<file path="config.mk">
export PLATFORM = sky130hd
export DESIGN_NAME = branch_history_table
export DESIGN_NICKNAME = d
export VERILOG_FILES = /design/src/rtl/branch_history_table.sv
export SDC_FILE = /design/constraint.sdc
export NUM_CORES = 1
export LEC_CHECK = 0
export ABC_CLOCK_PERIOD_IN_PS = 4600
export CORE_ASPECT_RATIO = 1.75
export CORE_UTILIZATION = 52
export DETAILED_ROUTE_END_ITERATION = 10
export HOLD_SLACK_MARGIN = 0.12
export PLACE_DENSITY = 0.86
export SYNTH_ARGS = -nofsm -noshare
export SYNTH_HDL_FRONTEND = slang
export SYNTH_SLANG_ARGS = --single-unit
</file>
<file path="constraint.sdc">
create_clock -name clk -period 4.6 [get_ports clk]
set_input_delay 1.15 -clock clk [delete_from_list [all_inputs] [get_ports clk]]
set_output_delay 1.15 -clock clk [all_outputs]
set_load 0.1 [all_outputs]
</file>
<file path="src/rtl/branch_history_table.sv">
// Direct-mapped table of saturating counters for branch direction prediction.
// Optional macro BHT_BYPASS_EN: same-cycle same-index lookup sees the updated counter.
module branch_history_table #(
    parameter int PC_WIDTH      = 32,
    parameter int INDEX_BITS    = 6,
    parameter int COUNTER_WIDTH = 2
) (
    input  logic                     clk,
    input  logic                     reset,
    input  logic                     i_predict_valid,
    input  logic [PC_WIDTH-1:0]      i_predict_pc,
    input  logic                     i_predict_hold,
    output logic                     o_pred_valid,
    output logic                     o_pred_taken,
    output logic [COUNTER_WIDTH-1:0] o_pred_counter,
    input  logic                     i_update_valid,
    input  logic [PC_WIDTH-1:0]      i_update_pc,
    input  logic                     i_update_taken
);

    localparam int ENTRIES = 1 << INDEX_BITS;
    localparam logic [COUNTER_WIDTH-1:0] INIT =
        COUNTER_WIDTH'((1 << (COUNTER_WIDTH - 1)) - 1);
    localparam logic [COUNTER_WIDTH-1:0] CMAX = '1;

    logic [COUNTER_WIDTH-1:0] r_table [ENTRIES];
    logic                     r_pred_valid;
    logic                     r_pred_taken;
    logic [COUNTER_WIDTH-1:0] r_pred_counter;

    logic [INDEX_BITS-1:0]    w_pred_idx;
    logic [INDEX_BITS-1:0]    w_upd_idx;
    logic [COUNTER_WIDTH-1:0] w_upd_old;
    logic [COUNTER_WIDTH-1:0] w_upd_new;
    logic [COUNTER_WIDTH-1:0] w_lookup_val;
    logic                     w_lookup;
    logic                     w_unused;

    assign w_pred_idx = i_predict_pc[INDEX_BITS+1:2];
    assign w_upd_idx  = i_update_pc[INDEX_BITS+1:2];
    assign w_unused   = ^{i_predict_pc[1:0], i_update_pc[1:0],
                          i_predict_pc[PC_WIDTH-1:INDEX_BITS+2],
                          i_update_pc[PC_WIDTH-1:INDEX_BITS+2]};

    assign w_upd_old = r_table[w_upd_idx];

    always_comb begin
        w_upd_new = w_upd_old;
        if (i_update_taken) begin
            if (w_upd_old != CMAX)
                w_upd_new = w_upd_old + COUNTER_WIDTH'(1);
        end else begin
            if (w_upd_old != '0)
                w_upd_new = w_upd_old - COUNTER_WIDTH'(1);
        end
    end

`ifdef BHT_BYPASS_EN
    // Forward the in-flight update so the lookup sees the committed value
    assign w_lookup_val = (i_update_valid && (w_upd_idx == w_pred_idx))
                        ? w_upd_new : r_table[w_pred_idx];
`else
    assign w_lookup_val = r_table[w_pred_idx];
`endif

    assign w_lookup = i_predict_valid && !i_predict_hold;

    always_ff @(posedge clk or posedge reset) begin
        if (reset) begin
            for (int i = 0; i < ENTRIES; i++)
                r_table[i] <= INIT;
        end else if (i_update_valid) begin
            r_table[w_upd_idx] <= w_upd_new;
        end
    end

    always_ff @(posedge clk or posedge reset) begin
        if (reset) begin
            r_pred_valid   <= 1'b0;
            r_pred_taken   <= 1'b0;
            r_pred_counter <= INIT;
        end else if (!i_predict_hold) begin
            r_pred_valid <= i_predict_valid;
            if (w_lookup) begin
                r_pred_counter <= w_lookup_val;
                r_pred_taken   <= w_lookup_val[COUNTER_WIDTH-1];
            end
        end
    end

    assign o_pred_valid   = r_pred_valid;
    assign o_pred_taken   = r_pred_taken;
    assign o_pred_counter = r_pred_counter;

endmodule

</file>
==> results.py, run 1 <==
metrics = {
    "yosys": {
        "synth_top_area_frac": 0.238,
        "synth.top_cells.by_count": "200 x nand2_1, 72 x o21ai_0, 66 x dfrtp_1",
        "netlist_area_sq_um": 7180,
        "synth_cell_types": 51,
        "ys_ff_latch": 131,
        "synthArstFlopShare": 1.00,
        "yosysSeqAreaShare": 0.468,
        "synth_nets": 754,
        "synth.area.top_cells": "dfstp_2 24%, dfrtp_1 23%, mux4_2 16%",
        "avgSynthCellArea_sq_um": 10.5,
        "yosys.area.top_type": "dfstp_2",
        "yosysMostFrequentCell": "nand2_1",
        "syn_inst": 684,
        "synth_ff_type": "dfrtp_1",
        "yosysWarnings": 0,
        "synth_edf_count": 0,
    },
    "layout": {
        "fillers": 1045,
        "final_nets": 781,
        "area_growth_pct": 14.7,
        "final_util": 0.612,
        "num_antenna_cells": 0,
        "drive_gt1_frac": 0.275,
    },
    "sta": {
        "fmax_ghz": 0.248,
        "holdWs_ns": 0.475,
        "hold_viol_final": 0,
        "relSlewSlack": 0.116,
        "max_slew.worst_pin.slew_ns": 1.32,
        "layout_min_cycle_time_ns": 4.03,
        "setup_viol": 0,
        "fin_tns_setup_ns": 0,
        "rsz0062_at_grt": "false",
        "finalCritPeriodShare": 0.875,
        "skew_ns": 0.00796,
        "worst_slack_ns": 0.574,
        "drv_slew": 0,
    },
    "die": {
        "die-height_microns": 157,
        "core_sq_um": 13500,
        "die_x_microns": 90.8,
        "start_util": 0.533,
        "die-area_sq_um": 14300,
        "ios": 74,
        "rows": 56,
    },
    "global_routing": {
        "antenna_found_initial": 0,
        "globalRouteOverflowTotal": 0,
        "grt_pass1_wl_mm": 33.7,
        "grt_max_degree": 71,
        "grtUsageTotal": 0.317,
        "grt_pass1_vias": 6187,
    },
    "worst_setup_path": {
        "critPathKind": "input port to register",
        "critPathArrivalTime_ns": 4.36,
        "worstPathRequired_ns": 4.94,
        "critPathCaptureType": "register",
        "path_max_fanout": 39,
        "worst_setup_path_start_kind": "input port",
    },
    "clock_network": {
        "cts-hold-fix-buffers": 0,
        "htreeDepth": 4,
        "postCtsSetupBuffers": 0,
        "clkSinkCount": 131,
        "clockRootBuffer": "clkbuf_16",
        "path_clk_slew_ns": 0.06,
        "cts_inserted_buffers": 17,
        "cts_resized": 0,
        "clk-insertion-delay-late_ns": 0.42,
        "cts_tree": "yes",
        "cts_buffer_depth": 2,
    },
    "placement": {
        "pre_cts_slack_ns": 0.201,
        "dpl.hpwl_mm": 13.9,
        "place.gp.congestion": 1.00,
        "io_buffers": 21,
    },
    "power": {
        "clock_power_share": 0.395,
        "pwr_density_cell_nw_per_um2": 410,
        "intPower_mw": 2.39,
        "seqPwrFrac": 0.435,
        "ir_drop_uv": 248,
        "finalPower_mw": 3.37,
        "power.switching_mw": 0.979,
        "power_frac_comb": 0.169,
        "netSwitchingFraction": 0.290,
        "p_leak_nw": 3.21,
    },
    "detailed_routing": {
        "drt_wl_total_mm": 21.1,
        "ant_nets": 0,
        "drt_iter0_drc": 748,
        "vias": 6082,
        "first_pass_iters": 9,
        "drc": 0,
        "viasPerCell": 6.77,
        "wl_per_cell_microns": 23.5,
    },
    "flow_run": {
        "maxCapViolCount": 0,
    },
    "min_path": {
        "worstHoldPathType": "register to register",
    },
    "outcome": {
        "status": "complete, no violations",
    },
}
[final timing paths]
| check | startpoint | to | slack, ns | cells past startpoint |
|---|---|---|---|---|
| max in group asynchronous | reset | r_table[16] | 2.45 | 3 |
| min in group asynchronous | reset | r_table[103] | 1.25 | 2 |
| max | i_update_pc[4] | r_table[106] | 0.57 | 10 |
| min reg2reg | r_table[82] | r_table[82] | 0.48 | 2 |
| min | r_table[82] | r_table[82] | 0.48 | 2 |
| max reg2reg | r_table[81] | r_table[89] | 1.79 | 8 |
[cells by family (layout without fill, tap and decap cells)]
logic type	count (synthesis)	in the layout	share of synthesized area
adders and majority gates	2	2	0.00296
buffers and inverters	46	86	0.0343
AOI/OAI and AO/OA	181	181	0.148
DFF	131	131	0.468
and+or+nand+nor	245	245	0.143
muxes	79	79	0.203
[sequential cells by signal, indices dropped and copies added, names as in the netlist]
| signal | flops |
|---|---|
| r_table | 128 |
| o_pred_counter | 1 |
| o_pred_taken | 1 |
| o_pred_valid | 1 |
[final cells by class]
class,count,area (sq um),share of cell area
Multi-Input combinational cell,507,3570,0.434
Sequential cell,131,3360,0.408
Inverter,4,17.5,0.00213
Clock buffer,18,429,0.0521
Tap cell,174,218,0.0265
Timing Repair Buffer,50,480,0.0584
Clock inverter,14,156,0.0190
[cell usage in the layout, fill, tap and decap left out, types with 17 or more instances in the layout]
cell type        synthesis  final
buf_4                    4     24
clkdlybuf4s50_1          0     19
dfrtp_1                 66     66
o21ai_0                 72     72
mux4_2                  52     52
clkbuf_16                0     17
nand2_1                200    200
o21ai_1                 60     60
dfstp_2                 65     65
[power groups by stage]
stage	registers [mW]	logic (mW)	clock network (mW)
2_1_floorplan	1.46	0.391	0
3_3_place_gp	1.46	0.534	0
3_5_place_dp	1.48	0.556	0
4_1_cts	1.46	0.560	1.34
5_1_grt	1.48	0.612	1.39
6_report	1.47	0.571	1.33
[metal layers]
layer	global-route usage	part of all wire
met4	0.234	0.091
met3	0.0691	0.087
met5	0	0
met2	0.538	0.50
met1	0.348	0.32
[worst max-delay path, stage by stage]
cell,delay (ns)
clkdlybuf4s50_1,0.51
buf_12,0.23
clkinv_1,0.35
a221o_1,0.38
a22oi_1,0.26
o211ai_1,0.14
or4_1,0.52
maj3_2,0.32
buf_4,0.26
o21ai_1,0.22
[stage by stage]
stage	instance area (sq um)	cells
6_report	8230	898
5_1_grt	8230	898
4_1_cts	8230	898
3_5_place_dp	7640	866
3_3_place_gp	7640	866
2_1_floorplan	7180	684
(Power assumes the default switching activity.)
==> inputs of run 2 (changes only) <==
--- a/config.mk
+++ b/config.mk
@@ -7,10 +7,13 @@
 export LEC_CHECK = 0
 export ABC_CLOCK_PERIOD_IN_PS = 4600
 export CORE_ASPECT_RATIO = 1.75
-export CORE_UTILIZATION = 52
+export CORE_UTILIZATION = 55
+export CTS_CLUSTER_SIZE = 20
 export DETAILED_ROUTE_END_ITERATION = 10
+export DONT_BUFFER_PORTS = 1
+export GPL_TIMING_DRIVEN = 1
 export HOLD_SLACK_MARGIN = 0.12
-export PLACE_DENSITY = 0.86
+export PLACE_DENSITY = 0.82
 export SYNTH_ARGS = -nofsm -noshare
 export SYNTH_HDL_FRONTEND = slang
 export SYNTH_SLANG_ARGS = --single-unit
==> run 2 against run 1 <==
Compared with the run above: combinational power down 20%; maximum frequency up 13%; routed wire length down 2.6%; sequential share of layout area up 1.9 points; die area down 5.4%; clock-buffer cell count up 2; core utilization up 1.5 points; clock skew up 0.00082 ns; hold slack worse by 0.0035 ns; critical path depth down 2; critical endpoint is now r_table[52]; largest power group unchanged.
==> results.py, run 2 (synthesis results as in run 1) <==
metrics = {
    "layout": {
        "final_nets": 740,
        "fillers": 971,
        "num_antenna_cells": 0,
        "regMostFlops": "r_table",
        "final-instance-count-excl-fill": 851,
        "layout_common_cells": "200 x nand2_1, 72 x o21ai_0, 65 x dfstp_2, 65 x dfrtp_1, 60 x o21ai_1",
        "drive_gt1_frac": 0.261,
        "area_growth_pct": 9.73,
        "largest_reg_flops": 128,
        "final_common_cell": "nand2_1",
        "final_util": 0.627,
    },
    "global_routing": {
        "grtUsageTotal": 0.329,
        "antenna_found_initial": 0,
        "grt_max_degree": 132,
        "grt_pass1_vias": 6060,
        "globalRouteOverflowTotal": 0,
        "grt_pass1_wl_mm": 32.6,
    },
    "power": {
        "pwr_density_cell_nw_per_um2": 427,
        "power.switching_mw": 0.915,
        "ir_drop_uv": 278,
        "p_leak_nw": 3.02,
        "netSwitchingFraction": 0.272,
        "intPower_mw": 2.45,
        "power_frac_comb": 0.136,
        "seqPwrFrac": 0.448,
        "clock_power_share": 0.416,
    },
    "clock_network": {
        "clk-insertion-delay-late_ns": 0.42,
        "clkSinkCount": 131,
        "htreeDepth": 4,
        "cts_buffer_depth": 2,
        "cts_tree": "yes",
        "path_clk_slew_ns": 0.06,
        "postCtsSetupBuffers": 0,
        "cts-hold-fix-buffers": 0,
        "cts_inserted_buffers": 17,
        "clockRootBuffer": "clkbuf_16",
        "cts_resized": 0,
    },
    "min_path": {
        "worstHoldPathType": "register to register",
        "holdCritStartpoint": "r_table[14]",
    },
    "detailed_routing": {
        "drt_wl_total_mm": 20.5,
        "viasPerCell": 6.99,
        "ant_nets": 0,
        "wl_per_cell_microns": 24.1,
        "vias": 5947,
        "first_pass_iters": 8,
        "drc": 0,
        "drt_iter0_drc": 923,
    },
    "placement": {
        "placed_cells_incl_taps": 819,
        "io_buffers": 0,
        "place.gp.congestion": 0.938,
        "dpl.hpwl_mm": 13.3,
    },
    "worst_setup_path": {
        "critPathCaptureType": "register",
        "path_max_fanout": 42,
        "critPathArrivalTime_ns": 3.89,
        "critPathKind": "input port to register",
        "worstPathRequired_ns": 4.93,
        "critPathLaunch": "i_update_pc[3]",
        "worst_setup_path_start_kind": "input port",
        "reg2reg_from": "r_table[52]",
    },
    "die": {
        "start_util": 0.571,
        "core_sq_um": 12600,
        "die_x_microns": 88.3,
        "rows": 54,
        "die-height_microns": 153,
        "die-area_sq_um": 13500,
        "ios": 74,
    },
    "sta": {
        "layout_min_cycle_time_ns": 3.56,
        "skew_ns": 0.00879,
        "finalCritPeriodShare": 0.774,
        "holdWs_ns": 0.472,
        "setup_viol": 0,
        "max_slew.worst_pin.slew_ns": 1.27,
        "fmax_ghz": 0.281,
        "rsz0062_at_grt": "false",
        "relSlewSlack": 0.153,
        "hold_viol_final": 0,
        "drv_slew": 0,
        "fin_tns_setup_ns": 0,
    },
    "outcome": {
        "status": "complete, no violations",
    },
    "flow_run": {
        "maxCapViolCount": 0,
    },
}
run 2: critical path: stages:
cell      delay, ns
nor2b_1        0.24
a221o_1        0.40
a22oi_1        0.31
o211ai_1       0.16
or4_1          0.55
maj3_2         0.54
buf_12         0.27
o21ai_0        0.22
run 2: cell type report:
| type | count | area (sq um) | area share |
|---|---|---|---|
| clock inverter | 12 | 154 | 0.0195 |
| sequential | 131 | 3360 | 0.427 |
| multi-input combinational | 507 | 3570 | 0.453 |
| clock buffer | 20 | 457 | 0.0580 |
| timing repair buffer | 9 | 105 | 0.0133 |
| inverter | 4 | 17.5 | 0.00222 |
| tap | 168 | 210 | 0.0267 |
run 2: layer usage:
layer,share of wire,vias to the layer above,GRT usage
li1,-,2486,-
met1,0.33,2859,0.379
met2,0.48,436,0.505
met3,0.10,166,0.0994
met4,0.094,0,0.248
met5,0,-,0
run 2: worst paths after layout:
kind | end | slack [ns] | depth (start not counted)
setup reg to reg | r_table[52] | 1.43 | 8
hold / removal | r_table[14] | 0.47 | 2
max in group asynchronous | r_table[107] | 3.28 | 2
min in group asynchronous | r_table[87] | 0.75 | 2
hold reg to reg | r_table[14] | 0.47 | 2
setup / recovery | r_table[52] | 1.04 | 8
run 2: power by group through the flow:
| stage | Clock, mW | Sequential (mW) | Combinational, mW |
|---|---|---|---|
| floorplan | 0 | 1.46 | 0.391 |
| global placement | 0 | 1.50 | 0.425 |
| detailed placement | 0 | 1.51 | 0.447 |
| CTS | 1.40 | 1.50 | 0.451 |
| global route | 1.45 | 1.52 | 0.493 |
| finish | 1.40 | 1.50 | 0.459 |
run 2: through the flow:
step | setup slack [ns] | instance area (sq um) | power, mW
3_5_place_dp | 0.673 | 7260 | 1.96
4_1_cts | 1.13 | 7870 | 3.35
5_1_grt | 0.914 | 7870 | 3.46
3_3_place_gp | 0.761 | 7260 | 1.92
6_report | 1.04 | 7870 | 3.36
2_1_floorplan | 0.0599 | 7180 | 1.85
